===== src/rtl/bin_to_bcd_seq.sv =====
// Sequential binary-to-BCD converter (double dabble, one bit per clock) with
// start/busy/done framing and an overflow flag for values beyond DIGITS digits.
module bin_to_bcd_seq #(
  parameter int unsigned IN_WIDTH = 8,
  parameter int unsigned DIGITS   = 3
) (
  input  logic                  clk,
  input  logic                  rst_n,
  input  logic                  start,
  input  logic [IN_WIDTH-1:0]   bin_in,
  output logic                  busy,
  output logic                  done,
  output logic [4*DIGITS-1:0]   bcd_out,
  output logic                  overflow
);

  localparam int unsigned BW = 4 * DIGITS;
  localparam int unsigned CW = (IN_WIDTH < 2) ? 1 : $clog2(IN_WIDTH);

  typedef enum logic {IDLE, SHIFT} state_t;

  state_t              state;
  logic [IN_WIDTH-1:0] sh;
  logic [IN_WIDTH-1:0] sh_nx;
  logic [BW-1:0]       acc;
  logic [BW-1:0]       adj;
  logic [BW-1:0]       acc_nx;
  logic [CW-1:0]       cnt;
  logic                sticky;
  logic                carry;
  logic                last;

  // One double-dabble step: add 3 to digits >= 5, then shift {acc, sh} left.
  always_comb begin
    adj = acc;
    for (int k = 0; k < int'(DIGITS); k++) begin
      if (acc[4*k +: 4] >= 4'd5) adj[4*k +: 4] = acc[4*k +: 4] + 4'd3;
    end
    carry  = adj[BW-1];
    acc_nx = {adj[BW-2:0], sh[IN_WIDTH-1]};
    sh_nx  = sh << 1;
    last   = (cnt == CW'(IN_WIDTH - 1));
  end

  always_ff @(posedge clk or negedge rst_n) begin
    if (!rst_n) begin
      state    <= IDLE;
      sh       <= '0;
      acc      <= '0;
      cnt      <= '0;
      sticky   <= 1'b0;
      busy     <= 1'b0;
      done     <= 1'b0;
      bcd_out  <= '0;
      overflow <= 1'b0;
    end else begin
      case (state)
        IDLE: begin
          done <= 1'b0;
          if (start) begin
            sh     <= bin_in;
            acc    <= '0;
            cnt    <= '0;
            sticky <= 1'b0;
            busy   <= 1'b1;
            state  <= SHIFT;
          end
        end
        SHIFT: begin
          acc    <= acc_nx;
          sh     <= sh_nx;
          sticky <= sticky | carry;
          cnt    <= cnt + CW'(1);
          if (last) begin
            // Publish result together with the done pulse.
            bcd_out  <= acc_nx;
            overflow <= sticky | carry;
            done     <= 1'b1;
            busy     <= 1'b0;
            cnt      <= '0;
            state    <= IDLE;
          end
        end
        default: state <= IDLE;
      endcase
    end
  end

endmodule


===== config.mk =====
export PLATFORM = sky130hd
export DESIGN_NAME = bin_to_bcd_seq
export DESIGN_NICKNAME = d
export VERILOG_FILES = /design/src/rtl/bin_to_bcd_seq.sv
export SDC_FILE = /design/constraint.sdc
export NUM_CORES = 1
export LEC_CHECK = 0
export BUFFER_PORTS_ARGS = -buffer_cell sky130_fd_sc_hd__clkbuf_2
export CORE_MARGIN = 4
export CORE_UTILIZATION = 40
export CTS_BUF_LIST = sky130_fd_sc_hd__clkbuf_4
export CTS_CLUSTER_DIAMETER = 120
export DETAILED_ROUTE_END_ITERATION = 10
export GPL_ROUTABILITY_DRIVEN = 0
export GPL_TIMING_DRIVEN = 0
export PLACE_DENSITY = 0.66
export SYNTH_ARGS = -nofsm -noshare
export SYNTH_HDL_FRONTEND = slang
export SYNTH_SLANG_ARGS = --single-unit

===== constraint.sdc =====
create_clock -name clk -period 1.65 [get_ports clk]
set_input_delay 0.33 -clock clk [delete_from_list [all_inputs] [get_ports clk]]
set_output_delay 0.33 -clock clk [all_outputs]
set_load 0.005 [all_outputs]

==> results of run 1 <==
[registers in the layout, indices dropped and copies added, names as in the netlist]
name / cells
acc: 12
bcd_out: 12
overflow: 1
cnt: 3
sticky: 1
done: 1
sh: 8
state: 1
busy: 1
[cell families after synthesis]
logic type | after synthesis | synth area share [%]
fa+ha+maj | 8 | 4.74
buf+inv | 26 | 6.34
compound gates | 56 | 18.8
flops | 40 | 47.4
simple gates | 81 | 18.4
mux | 9 | 4.27
[worst max-delay path: stages (launching register included)]
cell and delay, ns:
dfrtp_1 0.42, ha_2 0.20, ha_4 0.19, and2_1 0.15
buf_4 0.18, a31oi_1 0.16, o311ai_0 0.13
[synth_stat cells, types with 2 or more instances]
library cell	instances	area share, %
o21ai_0	13	3.1
a211o_1	2	0.83
ha_1	8	4.7
buf_2	5	1.2
a2111o_1	4	2.1
buf_4	6	2.1
nand4_1	2	0.59
inv_1	9	1.6
a311o_1	2	0.95
or4_1	2	0.71
o31ai_1	7	2.5
nor4_1	2	0.59
a21oi_1	4	0.95
nor2_1	9	1.6
a22o_1	2	0.83
a21boi_0	2	0.71
clkbuf_1	3	0.53
nand2_1	34	6.0
a32oi_1	3	1.2
nor2b_1	6	1.8
a31oi_1	4	1.2
nand3_1	12	2.8
nor3_1	2	0.47
nor3b_1	3	1.1
dfrtp_1	40	47
a211oi_1	3	1.1
nand2b_1	6	1.8
mux2i_1	9	4.3
o22ai_1	5	1.5
[power groups by stage]
stage | Clock, mW | Combinational (mW) | Sequential (mW)
2_1_floorplan | 0 | 1.54 | 1.68
3_3_place_gp | 0 | 2.08 | 1.71
3_5_place_dp | 0 | 2.13 | 1.72
4_1_cts | 0.535 | 2.14 | 1.70
5_1_grt | 0.564 | 2.53 | 1.77
6_report | 0.511 | 2.21 | 1.71
[cell type report]
| class | count | area (um2) |
|---|---|---|
| tap | 70 | 87.6 |
| buffer | 16 | 101 |
| sequential | 40 | 1000 |
| inverter | 10 | 37.5 |
| clock inverter | 1 | 3.75 |
| multi-input combinational | 154 | 1010 |
| clock buffer | 7 | 52.6 |
| fill | 527 | 2680 |
| timing repair buffer | 25 | 128 |
[layout by cell type (no fill, tap or decap), types with 2 or more instances in the layout]
master	Yosys	routed
a2111o_1	4	4
a211o_1	2	2
a211oi_2	0	2
a21boi_0	2	2
a21oi_1	4	4
a22o_1	2	2
a311o_1	2	2
a31oi_1	4	4
a32oi_1	3	3
buf_2	5	3
buf_4	6	8
clkbuf_1	3	3
clkbuf_2	0	24
clkbuf_4	0	8
dfrtp_1	40	39
ha_1	8	5
ha_2	0	2
inv_1	9	6
inv_2	1	4
mux2i_1	9	9
nand2_1	34	34
nand2b_1	6	6
nand3_1	12	12
nand4_1	2	2
nor2_1	9	9
nor2b_1	6	3
nor2b_2	0	3
nor3_1	2	2
nor3b_1	3	3
nor4_1	2	2
o21ai_0	13	13
o22ai_1	5	5
o31ai_1	7	7
or4_1	2	2
[metrics by stage]
| stage | cell area, um2 | std cells | setup TNS (ns) |
|---|---|---|---|
| after floorplan | 2110 | 220 | 0 |
| after global placement | 2320 | 314 | -0.346 |
| after detailed placement | 2320 | 314 | -0.487 |
| after CTS | 2380 | 322 | 0 |
| after global routing | 2420 | 323 | 0 |
| final | 2420 | 323 | 0 |
[worst min path at each step]
stage,to,startpoint,depth (start not counted),slack (ns)
after detailed placement,bcd_out[0],bcd_out[0],2,0.47
final,done,rst_n,1,0.13
after CTS,bcd_out[6],rst_n,1,0.17
after global placement,bcd_out[11],bcd_out[11],2,0.46
after global routing,done,rst_n,1,0.21
after floorplan,acc[0],rst_n,0,0.03
[routing by layer]
metal / GRT usage [%] / up-vias / routed length, um
li1: - / 860 / -
met1: 21.3 / 807 / 2300
met2: 25.2 / 42 / 2090
met3: 3.36 / 5 / 206
met4: 5.57 / 0 / 40
met5: 0 / - / 0
[what timing repair did]
item	in CTS	in global routing
endpoints found under the setup margin	11	16
setup buffers	0	1
resized for setup	2	13
endpoints found under the hold margin	0	0
==> results by stage, run 1 <==
Synth:
- After technology mapping, the gate count stands at 220.
- The cell area that synthesis handed to floorplanning was 2110 um2.
- The share of synthesized flip-flops with an asynchronous set or reset is 100%.
- Counting every net in the synthesized netlist gives ~240.
- The sequential fraction of the synthesis area is a little under half.
- Yosys printed 0 warnings.
- The number of unique standard cell types used by synthesis is 40.
- Averaged over all synthesized cells, the footprint is approximately 9.6 um2.
- The most instantiated flip-flop cell in the synthesis netlist is dfrtp_1.
- The number of synthesized flops with an enable pin is 0.
- The synthesized design contains 40 register bits.

Critical path:
- STA puts the critical path data arrival time at 1.77 ns.
- Tracing the worst setup path back leads to its startpoint at cnt[0].
- Data on the critical path is required at its endpoint by about 1.9 ns.
- The worst setup path is launched from a flop.
- Measured in cells, the most critical reg-to-reg path has a length of 6.
- The kind of end point of the critical path is a flop.
- The endpoint of the worst register-to-register path is bcd_out[9].
- The largest fanout of any net on the critical path is 10.
- The slack of the worst reg-to-reg path is 0.09 ns.
- The critical path start-end classification is flop to flop.
- In this run the critical register-to-register path is launched from cnt[0].
- The end point of the critical path is bcd_out[9].

GRT:
- The total congestion overflow is 0.
- The first global-routing pass estimated 7940 um of wire.
- Entering global routing, the biggest net connects 41 pins.
- In the global route stage, overall resource usage came out at 15.9%.
- The initial antenna violation count is 0.
- The via count of the first global-routing pass is around 1700.

STA:
- The shortest clock period the worst path allows after layout is 1.56 ns.
- The worst-case setup margin in the final layout is 0.0869 ns.
- For the pin with the worst max-slew slack, the measured transition is 1.00 ns.
- The final critical path takes up 94.7% of the cycle.
- The final worst clock skew is between 0.01 and 0.015 ns.
- The final count of hold timing violations came to 0.
- Setup repair after global routing left no endpoint under its margin.
- The worst pin sits at a relative slew slack of 33.3%.
- The number of slew-limit violations in the final report is 0.
- The tightest hold path in the finished design has a slack of around 0.13 ns.
- Based on the critical path, the design can be clocked at up to around 640 MHz.
- Setup violations remaining at the end of the flow were counted as 0.

Power and ir drop:
- The internal portion of the total power is 2.57 mW.
- The clock network accounts for 11.5% of the total power.
- The static leakage is 1.09 nW.
- Registers are responsible for approximately two fifths of the overall power.
- The largest vdd supply drop is 632 uV.
- The portion of total power attributed to combinational logic is 49.9%.
- The overall power after layout is between 4 and 5 mW.
- The switching fraction of total power is a little over two fifths.
- The power per standard cell area is ~1800 nW/um2.
- Summed over all nets, the switching power comes to ~1.9 mW.

Placed design:
- The worst slack after detailed placement is -0.0787 ns.
- The post-DP HPWL is 3280 um.
- The number of input and output port buffers inserted is 24.

Layout:
- The antenna cell count is 0.
- The relative area change from synthesis to final layout is 14.8%.
- The net count reported at finish is 271.
- The fraction of final layout cells sized beyond drive strength 1 is a little under a quarter.
- Cells fill 47.5% of the core in the end.

Clock network:
- The number of H-tree levels is 2.
- The library cell used as clock root buffer is clkbuf_4.
- The TritonCTS clock tree is yes.
- The number of hold buffers added after cts is 0.
- The largest buffer count on any clock path is 2.
- Clock-pin slew was measured on the worst setup and hold paths at around 0.12 ns.
- The number of buffers added by the clock tree synthesis step is 5.
- The worst-skew pair later-pin latency is between 0.3 and 0.4 ns.
- The clock drives 40 sinks.

Die:
- The placeable core area is 5110 um2.
- During I/O placement, the number of pins put on the boundary was 26.
- In this run the core area contains 26 standard-cell rows.
- The initial core utilization is between 40% and 50%.
- The height of the chip is 80.6 um.
- The width of the die is 80.6 um.
- The total die area is 6500 um2.

Outcome:
- The flow ran to the end, and the final reports show no timing, DRC or antenna violations.

Routing:
- The violation count after the first detailed-routing iteration is 109.
- Dividing the detail-routed wire length by the instance count gives 14.3 um.
- The per-cell via count in the routed design is 5.31.
- The post-detailed-route DRC marker count is 0.
- The first detailed-routing pass took 5 iterations.
- In this run the remaining antenna-violating nets after routing total 0.
- The detailed-route wire length is 4630 um.
- The routed layout has around 1700 vias.

Run:
- Max-cap violations in this run came to 0.

Min path:
- The path class of the tightest hold or removal check is primary input to asynchronous set/reset pin.
(Power assumes the default switching activity.)
==> inputs of run 2 (changes only) <==
Settings changed: PLACE_DENSITY 0.66 to 0.68, TNS_END_PERCENT set to 20.
Clock period 1.65 ns to 1.3 ns, I/O delays scaled along.
==> run 2 against run 1 <==
Against the previous run: the run now ends with setup timing left; setup slack got worse by 0.21 ns; core utilization increased by 5.5 points; total power increased by 45%; sequential share of layout area decreased by 4.2 points; sequential power increased by 27%; global-route usage increased by 0.33 points; critical endpoint is now bcd_out[1]; largest cell class unchanged; largest power group unchanged.
==> results by stage, run 2 (synthesized netlist as in run 1, its figures left out) <==
Power and ir drop:
- In this run the power spent charging and discharging nets is approximately 2.7 mW.
- The relative contribution of sequential cells to total power is 33.8%.
- The switching fraction of total power is 41.4%.
- The portion of total power attributed to combinational logic is 56.6%.
- For this design the ratio of total power to cell area is 2380 nW/um2.
- The cell-internal power is 3.77 mW.
- The clock network accounts for 9.7% of the total power.
- The overall power after layout is between 6 and 7 mW.
- The static leakage is 1.20 nW.
- The largest vdd supply drop is 994 uV.

Critical path:
- The number of buffer and inverter instances along the worst setup path is 1.
- The worst setup path is captured at a flop.
- The cell at the slowest stage of the critical path is dfrtp_1.
- At the worst endpoint, the required time is 1.52 ns.
- Walking the worst path, the cells encountered are ha_2 -> ha_4 -> and2_4 -> buf_6 -> a31oi_1 -> o311ai_1.
- The endpoint identified for the worst register-to-register timing path is bcd_out[1].
- The worst setup path is of the flop to flop kind.
- The slack of the worst reg-to-reg path is -0.13 ns.
- In this design, the largest share of critical-path delay is due to flip-flops.
- The worst register-to-register path begins at cnt[0].
- In this design, the stage delay of the slowest critical-path cell is 0.41 ns.
- Along the worst path, the maximum fanout reaches 5.
- The startpoint type of the worst setup path is a flop.
- The data arrival time at the worst-slack endpoint is approximately 1.7 ns.
- The worst register-to-register path has a depth of 6.
- The critical path crosses 6 cells after its start point.

Die:
- The height of the chip is 80.6 um.
- The row count is 26.
- The number of top-level design ports is 26.
- The width of the die is 80.6 um.
- The initial core utilization is 41.3%.
- The floorplan step defined a die boundary enclosing between 6000 and 7000 um2.
- After floorplanning, the core was sized to cover roughly 5000 um2.

Clock network:
- The TritonCTS clock tree is yes.
- The number of clock buffers added by TritonCTS is 5.
- The library cell used as clock root buffer is clkbuf_4.
- For this design, the sink count on the clock tree is 40.
- The later pin in the worst-skew pair is clocked with a latency of ~0.34 ns.
- The clock tree synthesis step divided the H-tree into 2 levels.
- Counting along the longest clock path gives a buffer depth of 2.
- The post-CTS clock slew at the launch and capture registers of the worst setup and hold paths is 0.12 ns.
- The number of hold buffers added after cts is 0.

STA:
- After layout, the worst path uses 110% of the clock period.
- On the final layout, the worst clock skew is 0.00615 ns.
- The max-slew headroom at the worst pin is 33.5%.
- Based on the critical path, the design can be clocked at up to 702 MHz.
- For the pin with the worst max-slew slack, the measured transition is between 0.9 and 1 ns.
- The worst-case setup margin in the final layout is -0.125 ns.
- The final count of negative-setup-slack endpoints is 18.
- Setup repair after global routing could not meet its margin everywhere.
- The number of slew-limit violations in the final report is 0.
- The final count of hold timing violations came to 0.
- The shortest clock period the worst path allows after layout is about 1.4 ns.

Layout:
- The net count reported at finish is between 200 and 300.
- Cells fill 52.9% of the core in the end.
- The antenna cell count is 0.
- The relative area change from synthesis to final layout is 28.0%.
- The library cell used most frequently in the layout, excluding fill and tap cells, is dfrtp_1.
- The fraction of final layout cells sized beyond drive strength 1 is approximately 36%.
- In the final layout, the registers with the most flip-flops are acc: 12 flops, bcd_out: 12 flops, sh: 8 flops.
- In the layout the commonest cells are 37 x dfrtp_1, 34 x nand2_1, 24 x clkbuf_2.

Run:
- The max capacitance violation total is 0.

Placed design:
- The number of input and output port buffers inserted is 24.
- The post-DP HPWL is between 3000 and 4000 um.

Routing:
- The detailed router finished its first iteration with roughly 150 violations.
- Wires add up to 4980 um.
- In the routed design, unresolved DRC markers number 0.
- Dividing the detail-routed wire length by the instance count gives around 15 um.
- The post-detailed-route count of antenna-violating nets is 0.
- The per-cell via count in the routed design is 5.39.
- The number of optimization iterations in the first detailed-route pass is 4.
- The vias after detailed routing is 1818.

GRT:
- The first-pass GRT wire length is 8110 um.
- The initial antenna violation count is 0.
- The overall global routing resource usage is 16.2%.
- Entering global routing, the biggest net connects between 40 and 50 pins.
- Global routing finished with a remaining overflow of 0.
- The via count of the first global-routing pass is 1706.

Min path:
- The worst hold-check path type is primary input to asynchronous set/reset pin.

Outcome:
- The flow ran to the end, but the final reports show violations.
- The final reports fail on setup timing.
## run 2: layout make-up
cell class / count / area [um2]
Buffer: 16 / 124
Inverter: 10 / 40.0
Tap cell: 70 / 87.6
Sequential cell: 40 / 1000
Timing Repair Buffer: 39 / 230
Clock buffer: 6 / 45.0
Multi-Input combinational cell: 154 / 1160
Fill cell: 476 / 2400
Clock inverter: 2 / 11.3
## run 2: metrics by stage
step	cells	TNS [ns]	setup slack [ns]	hold slack [ns]	cell area, um2
2_1_floorplan	220	-0.420	-0.0712	-0.0356	2170
3_3_place_gp	314	-3.10	-0.223	0.462	2380
3_5_place_dp	314	-3.37	-0.254	0.469	2380
4_1_cts	332	-1.52	-0.144	0.0958	2560
5_1_grt	337	-2.36	-0.200	0.115	2700
6_report	337	-0.990	-0.125	0.0579	2700
## run 2: routing by layer
layer | vias to the layer above | share of wire (%) | routed length, um | GRT usage [%]
met4 | 0 | 1.1 | 53 | 5.41
met1 | 879 | 48 | 2380 | 22.4
li1 | 890 | - | - | -
met3 | 7 | 4.5 | 225 | 3.70
met5 | - | 0 | 0 | 0
met2 | 42 | 47 | 2320 | 25.0
## run 2: timing repair
action	4_1_cts	5_1_grt
setup buffers	10	4
cloned	0	1
resized for setup	15	30
pin swaps	7	9
endpoints found under the setup margin	23	32
## run 2: how the worst max path moves through the flow
stage	start	end	slack, ns
4_1_cts	cnt[0]	bcd_out[8]	-0.14
2_1_floorplan	cnt[0]	bcd_out[4]	-0.07
3_5_place_dp	acc[8]	acc[10]	-0.25
6_report	cnt[0]	bcd_out[1]	-0.13
3_3_place_gp	cnt[0]	bcd_out[6]	-0.22
5_1_grt	cnt[0]	bcd_out[1]	-0.20
## run 2: power by group through the flow
| stage | Sequential [mW] | Clock [mW] | Combinational [mW] |
|---|---|---|---|
| after floorplan | 2.14 | 0 | 2.15 |
| after global placement | 2.18 | 0 | 2.85 |
| after detailed placement | 2.19 | 0 | 2.91 |
| after CTS | 2.13 | 0.658 | 3.27 |
| after global routing | 2.24 | 0.723 | 4.05 |
| final | 2.18 | 0.624 | 3.65 |
